===== src/rtl/poly1305_block_feeder_if.sv =====
// Stream and block-channel bundle for poly1305_block_feeder.
// The master modport is the feeder; the slave modport is the surrounding environment.
interface poly1305_block_feeder_if;
    logic         s_valid;
    logic         s_ready;
    logic [127:0] s_data;
    logic [15:0]  s_keep;
    logic         s_last;
    logic         s_is_aad;

    logic         aad_valid;
    logic         aad_ready;
    logic [127:0] aad_data;
    logic [15:0]  aad_keep;

    logic         pld_valid;
    logic         pld_ready;
    logic [127:0] pld_data;
    logic [15:0]  pld_keep;

    logic         len_valid;
    logic         len_ready;
    logic [127:0] len_block;

    modport master (
        input  s_valid, s_data, s_keep, s_last, s_is_aad,
        input  aad_ready, pld_ready, len_ready,
        output s_ready,
        output aad_valid, aad_data, aad_keep,
        output pld_valid, pld_data, pld_keep,
        output len_valid, len_block
    );

    modport slave (
        output s_valid, s_data, s_keep, s_last, s_is_aad,
        output aad_ready, pld_ready, len_ready,
        input  s_ready,
        input  aad_valid, aad_data, aad_keep,
        input  pld_valid, pld_data, pld_keep,
        input  len_valid, len_block
    );
endinterface


===== src/rtl/poly1305_block_feeder.sv =====
// Pads AAD/payload byte streams to 16-byte Poly1305 blocks and emits the final length block.
// Defining FEEDER_CHECK_EN enables beat protocol checks with a sticky err flag.
module poly1305_block_feeder #(
    parameter int CNT_W = 64
) (
    input  logic                    clk,
    input  logic                    rst_n,
    input  logic                    start,
    poly1305_block_feeder_if.master bus,
    output logic [CNT_W-1:0]        aad_bytes,
    output logic [CNT_W-1:0]        pld_bytes,
    output logic                    busy,
    output logic                    done,
    output logic                    err
);
    typedef enum logic [2:0] {IDLE, AAD, PLD, DRAIN, LEN} state_t;

    state_t       state;
    state_t       state_next;
    logic         accept;
    logic         beat_ok;
    logic         in_aad;
    logic         in_pld;
    logic         has_bytes;
    logic         load_aad;
    logic         load_pld;
    logic         pld_empties;
    logic         len_fire;
    logic         enter_len;
    logic [127:0] padded;
    logic [4:0]   beat_bytes;

    always_comb begin
        padded     = '0;
        beat_bytes = '0;
        for (int i = 0; i < 16; i++) begin
            if (bus.s_keep[i]) begin
                padded[8*i +: 8] = bus.s_data[8*i +: 8];
                beat_bytes       = beat_bytes + 5'd1;
            end
        end
    end

    assign in_aad      = (state == AAD);
    assign in_pld      = (state == PLD);
    assign accept      = bus.s_valid & bus.s_ready;
    assign has_bytes   = |bus.s_keep;
    assign load_aad    = accept & in_aad & beat_ok & has_bytes;
    assign load_pld    = accept & in_pld & beat_ok & has_bytes;
    assign pld_empties = !load_pld & (!bus.pld_valid | bus.pld_ready);
    assign len_fire    = bus.len_valid & bus.len_ready;
    assign enter_len   = (state_next == LEN) & (state != LEN);

`ifdef FEEDER_CHECK_EN
    logic keep_contig;
    logic beat_bad;

    // A contiguous-from-lane-0 mask is 2^k-1, so it shares no bits with itself plus one.
    assign keep_contig = (bus.s_keep & (bus.s_keep + 16'd1)) == 16'd0;
    assign beat_bad    = !keep_contig
                       | (!bus.s_last & (bus.s_keep != 16'hFFFF))
                       | (bus.s_is_aad != in_aad);
    assign beat_ok     = !beat_bad;

    always_ff @(posedge clk or negedge rst_n) begin
        if (!rst_n)                     err <= 1'b0;
        else if (state == IDLE && start) err <= 1'b0;
        else if (accept & beat_bad)      err <= 1'b1;
    end
`else
    logic unused_is_aad;
    assign unused_is_aad = bus.s_is_aad;
    assign beat_ok       = 1'b1;
    assign err           = 1'b0;
`endif

    always_ff @(posedge clk or negedge rst_n) begin
        if (!rst_n) state <= IDLE;
        else        state <= state_next;
    end

    // DRAIN holds off the length block until the final payload block has been taken.
    always_comb begin
        state_next = state;
        unique case (state)
            IDLE:    if (start) state_next = AAD;
            AAD:     if (accept & bus.s_last) state_next = PLD;
            PLD:     if (accept & bus.s_last) state_next = pld_empties ? LEN : DRAIN;
            DRAIN:   if (!bus.pld_valid | bus.pld_ready) state_next = LEN;
            LEN:     if (len_fire) state_next = IDLE;
            default: state_next = IDLE;
        endcase
    end

    always_comb begin
        bus.s_ready = 1'b0;
        unique case (state)
            AAD:     bus.s_ready = !bus.aad_valid | bus.aad_ready;
            PLD:     bus.s_ready = !bus.pld_valid | bus.pld_ready;
            default: bus.s_ready = 1'b0;
        endcase
        busy = (state != IDLE);
    end

    always_ff @(posedge clk or negedge rst_n) begin
        if (!rst_n) begin
            bus.aad_valid <= 1'b0;
            bus.aad_data  <= '0;
            bus.aad_keep  <= '0;
            bus.pld_valid <= 1'b0;
            bus.pld_data  <= '0;
            bus.pld_keep  <= '0;
            bus.len_valid <= 1'b0;
            bus.len_block <= '0;
            aad_bytes     <= '0;
            pld_bytes     <= '0;
            done          <= 1'b0;
        end else begin
            done <= len_fire;

            if (state == IDLE && start) begin
                aad_bytes <= '0;
                pld_bytes <= '0;
            end else if (accept & beat_ok & in_aad) begin
                aad_bytes <= aad_bytes + CNT_W'(beat_bytes);
            end else if (accept & beat_ok & in_pld) begin
                pld_bytes <= pld_bytes + CNT_W'(beat_bytes);
            end

            if (load_aad) begin
                bus.aad_valid <= 1'b1;
                bus.aad_data  <= padded;
                bus.aad_keep  <= 16'hFFFF;
            end else if (bus.aad_ready) begin
                bus.aad_valid <= 1'b0;
            end

            if (load_pld) begin
                bus.pld_valid <= 1'b1;
                bus.pld_data  <= padded;
                bus.pld_keep  <= 16'hFFFF;
            end else if (bus.pld_ready) begin
                bus.pld_valid <= 1'b0;
            end

            if (enter_len) begin
                bus.len_valid <= 1'b1;
                bus.len_block <= {64'(pld_bytes), 64'(aad_bytes)};
            end else if (bus.len_ready) begin
                bus.len_valid <= 1'b0;
            end
        end
    end
endmodule


===== src/flat_wrapper.sv =====
// flat-port wrapper written by rule: the top's interface ports become plain ports
module poly1305_block_feeder_flat 
#(
    parameter int CNT_W = 64
)
  (clk, rst_n, start, aad_bytes, pld_bytes, busy, done, err, bus_s_valid, bus_s_data, bus_s_keep, bus_s_last, bus_s_is_aad, bus_aad_ready, bus_pld_ready, bus_len_ready, bus_s_ready, bus_aad_valid, bus_aad_data, bus_aad_keep, bus_pld_valid, bus_pld_data, bus_pld_keep, bus_len_valid, bus_len_block);
  poly1305_block_feeder_if bus_i ();
  input  logic clk;
  input  logic rst_n;
  input  logic start;
  output logic [CNT_W-1:0] aad_bytes;
  output logic [CNT_W-1:0] pld_bytes;
  output logic busy;
  output logic done;
  output logic err;
  input wire logic [$bits(bus_i.s_valid)-1:0] bus_s_valid;
  input wire logic [$bits(bus_i.s_data)-1:0] bus_s_data;
  input wire logic [$bits(bus_i.s_keep)-1:0] bus_s_keep;
  input wire logic [$bits(bus_i.s_last)-1:0] bus_s_last;
  input wire logic [$bits(bus_i.s_is_aad)-1:0] bus_s_is_aad;
  input wire logic [$bits(bus_i.aad_ready)-1:0] bus_aad_ready;
  input wire logic [$bits(bus_i.pld_ready)-1:0] bus_pld_ready;
  input wire logic [$bits(bus_i.len_ready)-1:0] bus_len_ready;
  output wire logic [$bits(bus_i.s_ready)-1:0] bus_s_ready;
  output wire logic [$bits(bus_i.aad_valid)-1:0] bus_aad_valid;
  output wire logic [$bits(bus_i.aad_data)-1:0] bus_aad_data;
  output wire logic [$bits(bus_i.aad_keep)-1:0] bus_aad_keep;
  output wire logic [$bits(bus_i.pld_valid)-1:0] bus_pld_valid;
  output wire logic [$bits(bus_i.pld_data)-1:0] bus_pld_data;
  output wire logic [$bits(bus_i.pld_keep)-1:0] bus_pld_keep;
  output wire logic [$bits(bus_i.len_valid)-1:0] bus_len_valid;
  output wire logic [$bits(bus_i.len_block)-1:0] bus_len_block;
  assign bus_i.s_valid = bus_s_valid;
  assign bus_i.s_data = bus_s_data;
  assign bus_i.s_keep = bus_s_keep;
  assign bus_i.s_last = bus_s_last;
  assign bus_i.s_is_aad = bus_s_is_aad;
  assign bus_i.aad_ready = bus_aad_ready;
  assign bus_i.pld_ready = bus_pld_ready;
  assign bus_i.len_ready = bus_len_ready;
  assign bus_s_ready = bus_i.s_ready;
  assign bus_aad_valid = bus_i.aad_valid;
  assign bus_aad_data = bus_i.aad_data;
  assign bus_aad_keep = bus_i.aad_keep;
  assign bus_pld_valid = bus_i.pld_valid;
  assign bus_pld_data = bus_i.pld_data;
  assign bus_pld_keep = bus_i.pld_keep;
  assign bus_len_valid = bus_i.len_valid;
  assign bus_len_block = bus_i.len_block;
  poly1305_block_feeder #(.CNT_W(CNT_W)) u_core (.clk(clk), .rst_n(rst_n), .start(start), .bus(bus_i), .aad_bytes(aad_bytes), .pld_bytes(pld_bytes), .busy(busy), .done(done), .err(err));
endmodule

===== config.mk =====
export PLATFORM = sky130hd
export DESIGN_NAME = poly1305_block_feeder_flat
export DESIGN_NICKNAME = d
export VERILOG_FILES = /design/src/rtl/poly1305_block_feeder_if.sv /design/src/rtl/poly1305_block_feeder.sv /design/src/flat_wrapper.sv
export SDC_FILE = /design/constraint.sdc
export NUM_CORES = 1
export LEC_CHECK = 0
export ABC_AREA = 1
export CAP_MARGIN = 25
export CORE_AREA = 2 2 276 278
export CTS_CLUSTER_SIZE = 8
export DETAILED_ROUTE_END_ITERATION = 7
export DIE_AREA = 0 0 278 280
export PLACE_DENSITY = 0.58
export SYNTH_ARGS = -nofsm -noshare
export SYNTH_HDL_FRONTEND = slang
export SYNTH_SLANG_ARGS = --single-unit

===== constraint.sdc =====
create_clock -name clk -period 4 [get_ports clk]
set_input_delay 0.8 -clock clk [delete_from_list [all_inputs] [get_ports clk]]
set_output_delay 0.8 -clock clk [all_outputs]
set_load 0.02 [all_outputs]

---- After elaboration in Yosys (flattened, before gate mapping) ----
Index checks and enable logic that the tools add are counted.
storage, ports and cells
  bits in registers ....................... 521
  input bits .............................. 153
cells by class
  add/sub/neg operators ................... 17
  muxes and demuxes ....................... 51
  reduce and logical (&&, ||, !) cells .... 13
  bitwise logic cells ..................... 11
  equal/unequal tests ..................... 7
operators by type and width
  cell                                                 number
  2-to-1 mux 64 bit                                    5
  adder 64 x 5 -> 64 bit                               2
  2-to-1 mux 8 bit                                     16
  2-to-1 mux 5 bit                                     15
  adder 5 x 1 -> 5 bit, second input constant          14
  2-to-1 mux 3 bit                                     6
  OR reduction 16 bit                                  1
  one-hot mux 3 bit (5 select lines)                   1
  nonzero test 2 bit                                   5
  AND 1 bit                                            9
  2-to-1 mux 1 bit                                     7
  equality test 3 x 2 -> 1 bit, second input constant  2
  equality test 3 bit, second input constant           2
  equality test 3 x 1 -> 1 bit, second input constant  1
  logical NOT 1 bit                                    3
  logical NOT 3 bit                                    1
  != test 3 bit, second input constant                 1
  nonzero test 3 bit                                   1
  adder 1 x 1 -> 2 bit, second input constant          1
  != test 2 bit, second input constant                 1
  OR 1 bit                                             2
  one-hot mux 1 bit (2 select lines)                   1
  AND reduction 2 bit                                  1
  logical AND 1 bit                                    1

---- Logic depth before layout (Yosys ltp) ----
  depth in word-level cells ............... 35
  mapped depth ............................ 77
  depth with buffers taken out ............ 76

---- Least setup slack after synthesis ----
Ideal clock, no wire load.
  kind .................................... input to register
  from .................................... input port bus_s_keep[0]
  to ...................................... register u_core.pld_bytes[63]
  cell stages on the path ................. 72
  slack ................................... -5.829 ns
  arrival ................................. 9.707 ns
  setup time .............................. 0.122 ns
  path through ............................ clkbuf_1 -> inv_1 -> ha_1 -> nand2_1 -> inv_1 -> nor2_1 -> nand2_1 -> nand3_1 -> nand2_1 -> inv_1 -> ha_1 -> or2_2 -> nand2_1 -> nand3_1 -> nand2_1 -> nand2_1 -> nand2_1 -> ha_1 -> (+36 left out) -> ha_1 -> nand2_1 -> nor2_1 -> a211oi_1 -> o21ai_0 -> nand2_2 -> nor2_4 -> inv_2 -> nor2_4 -> nand4_2 -> nor4_2 -> nand2_1 -> nor4_2 -> nand3_1 -> nor3_2 -> nand3_1 -> o21ai_1 -> a21oi_1
on the way
  longest elaborated chain between the ends .. 35
ends and longest elaborated chain
  item                        line                          source
  start, declared             flat_wrapper.sv:18            input wire logic [$bits(bus_i.s_keep)-1:0] bus_s_keep;
  2-to-1 mux 1 bit (*)        poly1305_block_feeder.sv:37   if (bus.s_keep[i]) begin
  adder 1 x 1 -> 2 bit        poly1305_block_feeder.sv:39   beat_bytes = beat_bytes + 5'd1;
  2-to-1 mux 5 bit (*)        poly1305_block_feeder.sv:37
  adder 5 x 1 -> 5 bit        poly1305_block_feeder.sv:39
  2-to-1 mux 5 bit (*)        poly1305_block_feeder.sv:37
  adder 5 x 1 -> 5 bit        poly1305_block_feeder.sv:39
  2-to-1 mux 5 bit (*)        poly1305_block_feeder.sv:37
  adder 5 x 1 -> 5 bit        poly1305_block_feeder.sv:39
  (+19 left out)              n/a
  adder 5 x 1 -> 5 bit        poly1305_block_feeder.sv:39
  2-to-1 mux 5 bit (*)        poly1305_block_feeder.sv:37
  adder 5 x 1 -> 5 bit        poly1305_block_feeder.sv:39
  2-to-1 mux 5 bit (*)        poly1305_block_feeder.sv:37
  adder 64 x 5 -> 64 bit (*)  poly1305_block_feeder.sv:127  pld_bytes <= pld_bytes + CNT_W'(beat_bytes);
  2-to-1 mux 64 bit (*)       poly1305_block_feeder.sv:126  end else if (accept & beat_ok & in_pld) begin
  2-to-1 mux 64 bit (*)       poly1305_block_feeder.sv:124  end else if (accept & beat_ok & in_aad) begin
  2-to-1 mux 64 bit (*)       poly1305_block_feeder.sv:121  if (state == IDLE && start) begin
  end signal, assigned        poly1305_block_feeder.sv:127
  end, declared               poly1305_block_feeder.sv:11   output logic [CNT_W-1:0] pld_bytes,
Every way passes the cells marked *; elsewhere a longest branch is shown, timed or not. The select of a mux whose other input is x is not followed.
A chain may end at the register's enable or synchronous reset.

---- Worst setup path in the final report ----
  from .................................... input port bus_s_keep[1]
  to ...................................... register u_core.pld_bytes[50]
on the way
  longest elaborated chain between the ends .. 33
ends and longest elaborated chain
  item                        line
  2-to-1 mux 5 bit (*)        poly1305_block_feeder.sv:37
  adder 5 x 1 -> 5 bit        poly1305_block_feeder.sv:39
  2-to-1 mux 5 bit (*)        poly1305_block_feeder.sv:37
  adder 5 x 1 -> 5 bit        poly1305_block_feeder.sv:39
  2-to-1 mux 5 bit (*)        poly1305_block_feeder.sv:37
  adder 5 x 1 -> 5 bit        poly1305_block_feeder.sv:39
  2-to-1 mux 5 bit (*)        poly1305_block_feeder.sv:37
  adder 5 x 1 -> 5 bit        poly1305_block_feeder.sv:39
  (+17 left out)              n/a
  adder 5 x 1 -> 5 bit        poly1305_block_feeder.sv:39
  2-to-1 mux 5 bit (*)        poly1305_block_feeder.sv:37
  adder 5 x 1 -> 5 bit        poly1305_block_feeder.sv:39
  2-to-1 mux 5 bit (*)        poly1305_block_feeder.sv:37
  adder 64 x 5 -> 64 bit (*)  poly1305_block_feeder.sv:127
  2-to-1 mux 64 bit (*)       poly1305_block_feeder.sv:126
  2-to-1 mux 64 bit (*)       poly1305_block_feeder.sv:124
  2-to-1 mux 64 bit (*)       poly1305_block_feeder.sv:121
Marks and branches as above.

==> run summary <==
==================================================================================================
Outcome ............................................................................. finished, violations left
Failing checks ...................................................................... setup timing
Share of cell area taken by muxes after synthesis ...................................           0%
Routed Wire Length ..................................................................     92700 um
Routed via count divided by cell count ..............................................         4.79
Area grow syn2layout ................................................................        62.8%
Worst Path Class, Setup ............................................................. primary input to register
Number of clock sinks ...............................................................          521
Number of nets with antenna violations after routing ................................            0
Kind of start point of the critical path ............................................ primary input
Worst vdd rail ir drop ..............................................................   0.000438 V
Synthesized area per cell ...........................................................   8.48 sq um
Top cell type by total area after synthesis .........................................      dfrtp_1
Placed Cells ........................................................................         4547
Worst-margin pin slew ...............................................................     0.974 ns
Yosys synthesis warning count .......................................................            0
Layout cells sized above 1 ..........................................................        21.8%
P_leak ..............................................................................      17.6 nW
Post-route DRC violation count ......................................................            0
Ys async rst share ..................................................................         100%
Post-synth EDFFs ....................................................................            0
Simple-gate share of the synthesized area ...........................................        23.4%
Max-Slew Margin vs Limit ............................................................        35.1%
Nets ................................................................................         4003
Port buffer count ...................................................................          701
Worst stage delay on the critical path ..............................................      0.28 ns
Top-level I/O count .................................................................          704
Iteration-0 DRC count of the detailed router ........................................         1340
Initial Utilization .................................................................        31.4%
Combinational family with the most area after synthesis ............................. simple AND/OR/NAND/NOR gates
Combined area of all synthesized cells ..............................................  23600 sq um
Max-slew violation total from the final report ......................................            0
Clock period minus final worst setup slack ..........................................      8.85 ns
Clock latency at the later pin of the worst-skew pair ...............................      0.63 ns
Total Die Area ......................................................................  77800 sq um
Average wire per cell in the routed design ..........................................      19.2 um
Synthesized-area fraction occupied by xor and xnor cells ............................       0.334%
Clock transition time at the flip-flop clock pins of the worst setup and hold paths .      0.05 ns
Die height ..........................................................................       280 um
Seq cells post-synth ................................................................          521
Cell count after synthesis ..........................................................         2786
Number of placement rows ............................................................          101
Die Span X ..........................................................................       278 um
Number of global-route vias before repair ...........................................        22.9k
Data arrival time of the critical path ..............................................      9.38 ns
Via count of the routed design ......................................................        23.1k
Area share of the largest cell type after synthesis .................................        55.2%
Overall Global Routing Usage ........................................................        23.1%
Final setup violation count .........................................................          128
Number of antenna violations at the first check in global routing ...................           12
Syn Nets ............................................................................         2967
Adder and majority cell fraction of the synthesized area ............................        1.55%
Most common cell type on the critical path ..........................................      nand2_4
Maximum count of clock buffers along a single path ..................................            3
Compound-Gate Fraction of Synth Area ................................................        12.8%
Number of hold violations in the final report .......................................            0
Largest cells by area after synthesis ............................................... dfrtp_1, nand2_1, o21ai_0, inv_1, a21oi_1
Fill cell count .....................................................................         6922
Areal power density over the cells ..................................................  604 nW/um^2
Leading cell type in the layout, fill and taps excluded .............................      nand2_1
Worst slack, placed .................................................................     -6.02 ns
Highest Clock Rate ..................................................................    0.113 GHz
Required time worst endpoint ........................................................      4.53 ns
Overall power after layout ..........................................................      23.2 mW
Number of cells in the finished layout apart from fillers ...........................         4816
Maximum number of pins on one net before global-route repair ........................          104
Number of iterations in the first detailed-routing pass .............................            6
Crit Path Max Fanout ................................................................            4
Endpoint kind of the worst setup timing path ........................................     register
Worst path slowest cell .............................................................         ha_4
Library cells used by synthesis .....................................................           54
Total congestion overflow after global routing ......................................            0
Flip-flop cell with the highest count after synthesis ...............................      dfrtp_1
Wire length of the first global-routing pass ........................................    138000 um
Detailed placer's ending HPWL .......................................................     67500 um
Placer congestion estimate ..........................................................        0.881
Core region area ....................................................................  75200 sq um
Max capacitance violation total .....................................................            0
Sequential fraction of the synthesis area ...........................................        55.2%
CTS tree ............................................................................        built
Class of the tightest hold or removal check ......................................... primary input to asynchronous set/reset pin
RSZ-0062 raised after global routing ................................................         true
Number of buffers inserted during clock tree synthesis ..............................           75
Setup slack after layout ............................................................     -4.85 ns
Maximum level of the CTS H-tree .....................................................            3
Most used cells in the layout excluding fill and tap cells .......................... nand2_1, clkdlybuf4s50_1, dfrtp_1, o21ai_0, buf_4
Final period util ...................................................................         221%
Clock root buffer master ............................................................    clkbuf_16
Clock tree skew after final layout ..................................................    0.0347 ns
==================================================================================================
[sequential cells by signal, indices dropped and copies added, names as in the netlist]
signal / cells
u_core.bus.pld_keep: 1
u_core.aad_bytes: 64
u_core.bus.aad_data: 128
u_core.bus.len_valid: 1
u_core.pld_bytes: 64
u_core.bus.len_block: 128
u_core.bus.pld_valid: 1
u_core.state: 3
u_core.bus.aad_keep: 1
u_core.done: 1
u_core.bus.aad_valid: 1
u_core.bus.pld_data: 128
[cell type report]
class	count	area, sq um	area share [%]
sequential	521	13000	33.9
clock buffer	78	1920	4.99
inverter	244	958	2.49
tap	978	1220	3.18
multi-input combinational	1876	10600	27.5
antenna	8	20.0	0.0521
timing repair buffer	1104	10500	27.4
clock inverter	7	180	0.469
[stage by stage]
stage | TNS, ns | hold slack, ns | utilization [%] | instance area [sq um]
after detailed placement | -658.15 | 0.458 | 44.4 | 33400
after floorplan | -522.02 | 0.504 | - | 23900
after CTS | -483.18 | 0.262 | 49.6 | 37300
after global routing | -568.97 | 0.281 | 51.1 | 38400
after global placement | -643.60 | 0.454 | 44.4 | 33400
final | -516.90 | 0.227 | 51.1 | 38400
[cell families after synthesis]
family | count (synthesis)
buffers and inverters | 389
xor gates and xnor gates | 9
DFF | 521
and+or+nand+nor | 1253
AOI/OAI and AO/OA | 585
other | 1
adders and majority gates | 28
[power breakdown]
group | internal, mW | total, mW | switching [mW]
sequential | 6.53 | 7.40 | 0.867
combinational | 4.45 | 9.93 | 5.48
clock | 3.48 | 5.89 | 2.41
total | 14.5 | 23.2 | 8.76
[worst max-delay path, delay by kind of cell]
kind            cells  cell delay (ns)
simple gates       43             4.21
compound gates      5             0.72
buf+inv            23             2.32
xor+xnor            1             0.18
fa+ha+maj           5             1.12
[metal layers]
layer,share of wire (%),wire length [um],track usage (%),vias to the layer above
li1,-,-,-,11100
met1,40,37200,28.1,11000
met2,48,44400,38.0,766
met3,8.2,7580,7.34,172
met4,3.7,3470,9.12,8
met5,0.053,49,0,-
[final timing paths]
| kind | start | end | slack [ns] | depth (start not counted) |
|---|---|---|---|---|
| min in group clk | u_core.bus.len_block[74]$_DFFE_PN0P_ | u_core.bus.len_block[74]$_DFFE_PN0P_ | 0.47 | 2 |
| max reg2reg | u_core.state[2]$_DFF_PN0_ | u_core.pld_bytes[59]$_DFFE_PN0P_ | 0.37 | 19 |
| min reg2reg | u_core.bus.len_block[74]$_DFFE_PN0P_ | u_core.bus.len_block[74]$_DFFE_PN0P_ | 0.47 | 2 |
| max | bus_s_keep[1] | u_core.pld_bytes[50]$_DFFE_PN0P_ | -4.85 | 77 |
| min | rst_n | u_core.bus.aad_data[122]$_DFFE_PN0P_ | 0.23 | 1 |
| max in group asynchronous | rst_n | u_core.bus.len_block[33]$_DFFE_PN0P_ | 2.73 | 2 |
[timing repair]
item	CTS	global route
resized for setup	197	192
hold buffers	0	0
pin swaps	105	140
setup buffers	150	54
setup endpoints to repair	128	128
[cell usage after synthesis (3+ instances only)]
library cell / instances
a211oi_1: 5
a21oi_1: 102
a31oi_1: 6
buf_1: 4
buf_4: 31
clkbuf_1: 109
dfrtp_1: 521
ha_1: 26
inv_1: 233
inv_2: 10
nand2_1: 867
nand2_2: 21
nand2_4: 7
nand3_1: 102
nand3_2: 12
nand3_4: 3
nand3b_1: 12
nand4_1: 27
nand4_2: 4
nor2_1: 86
nor2_2: 8
nor2_4: 10
nor3_1: 64
nor3_4: 3
nor4_1: 10
o21a_1: 11
o21ai_0: 439
o21ai_1: 4
o22ai_1: 4
or2_2: 8
xor2_1: 7
Note: power is estimated with default switching activity, not from simulation.
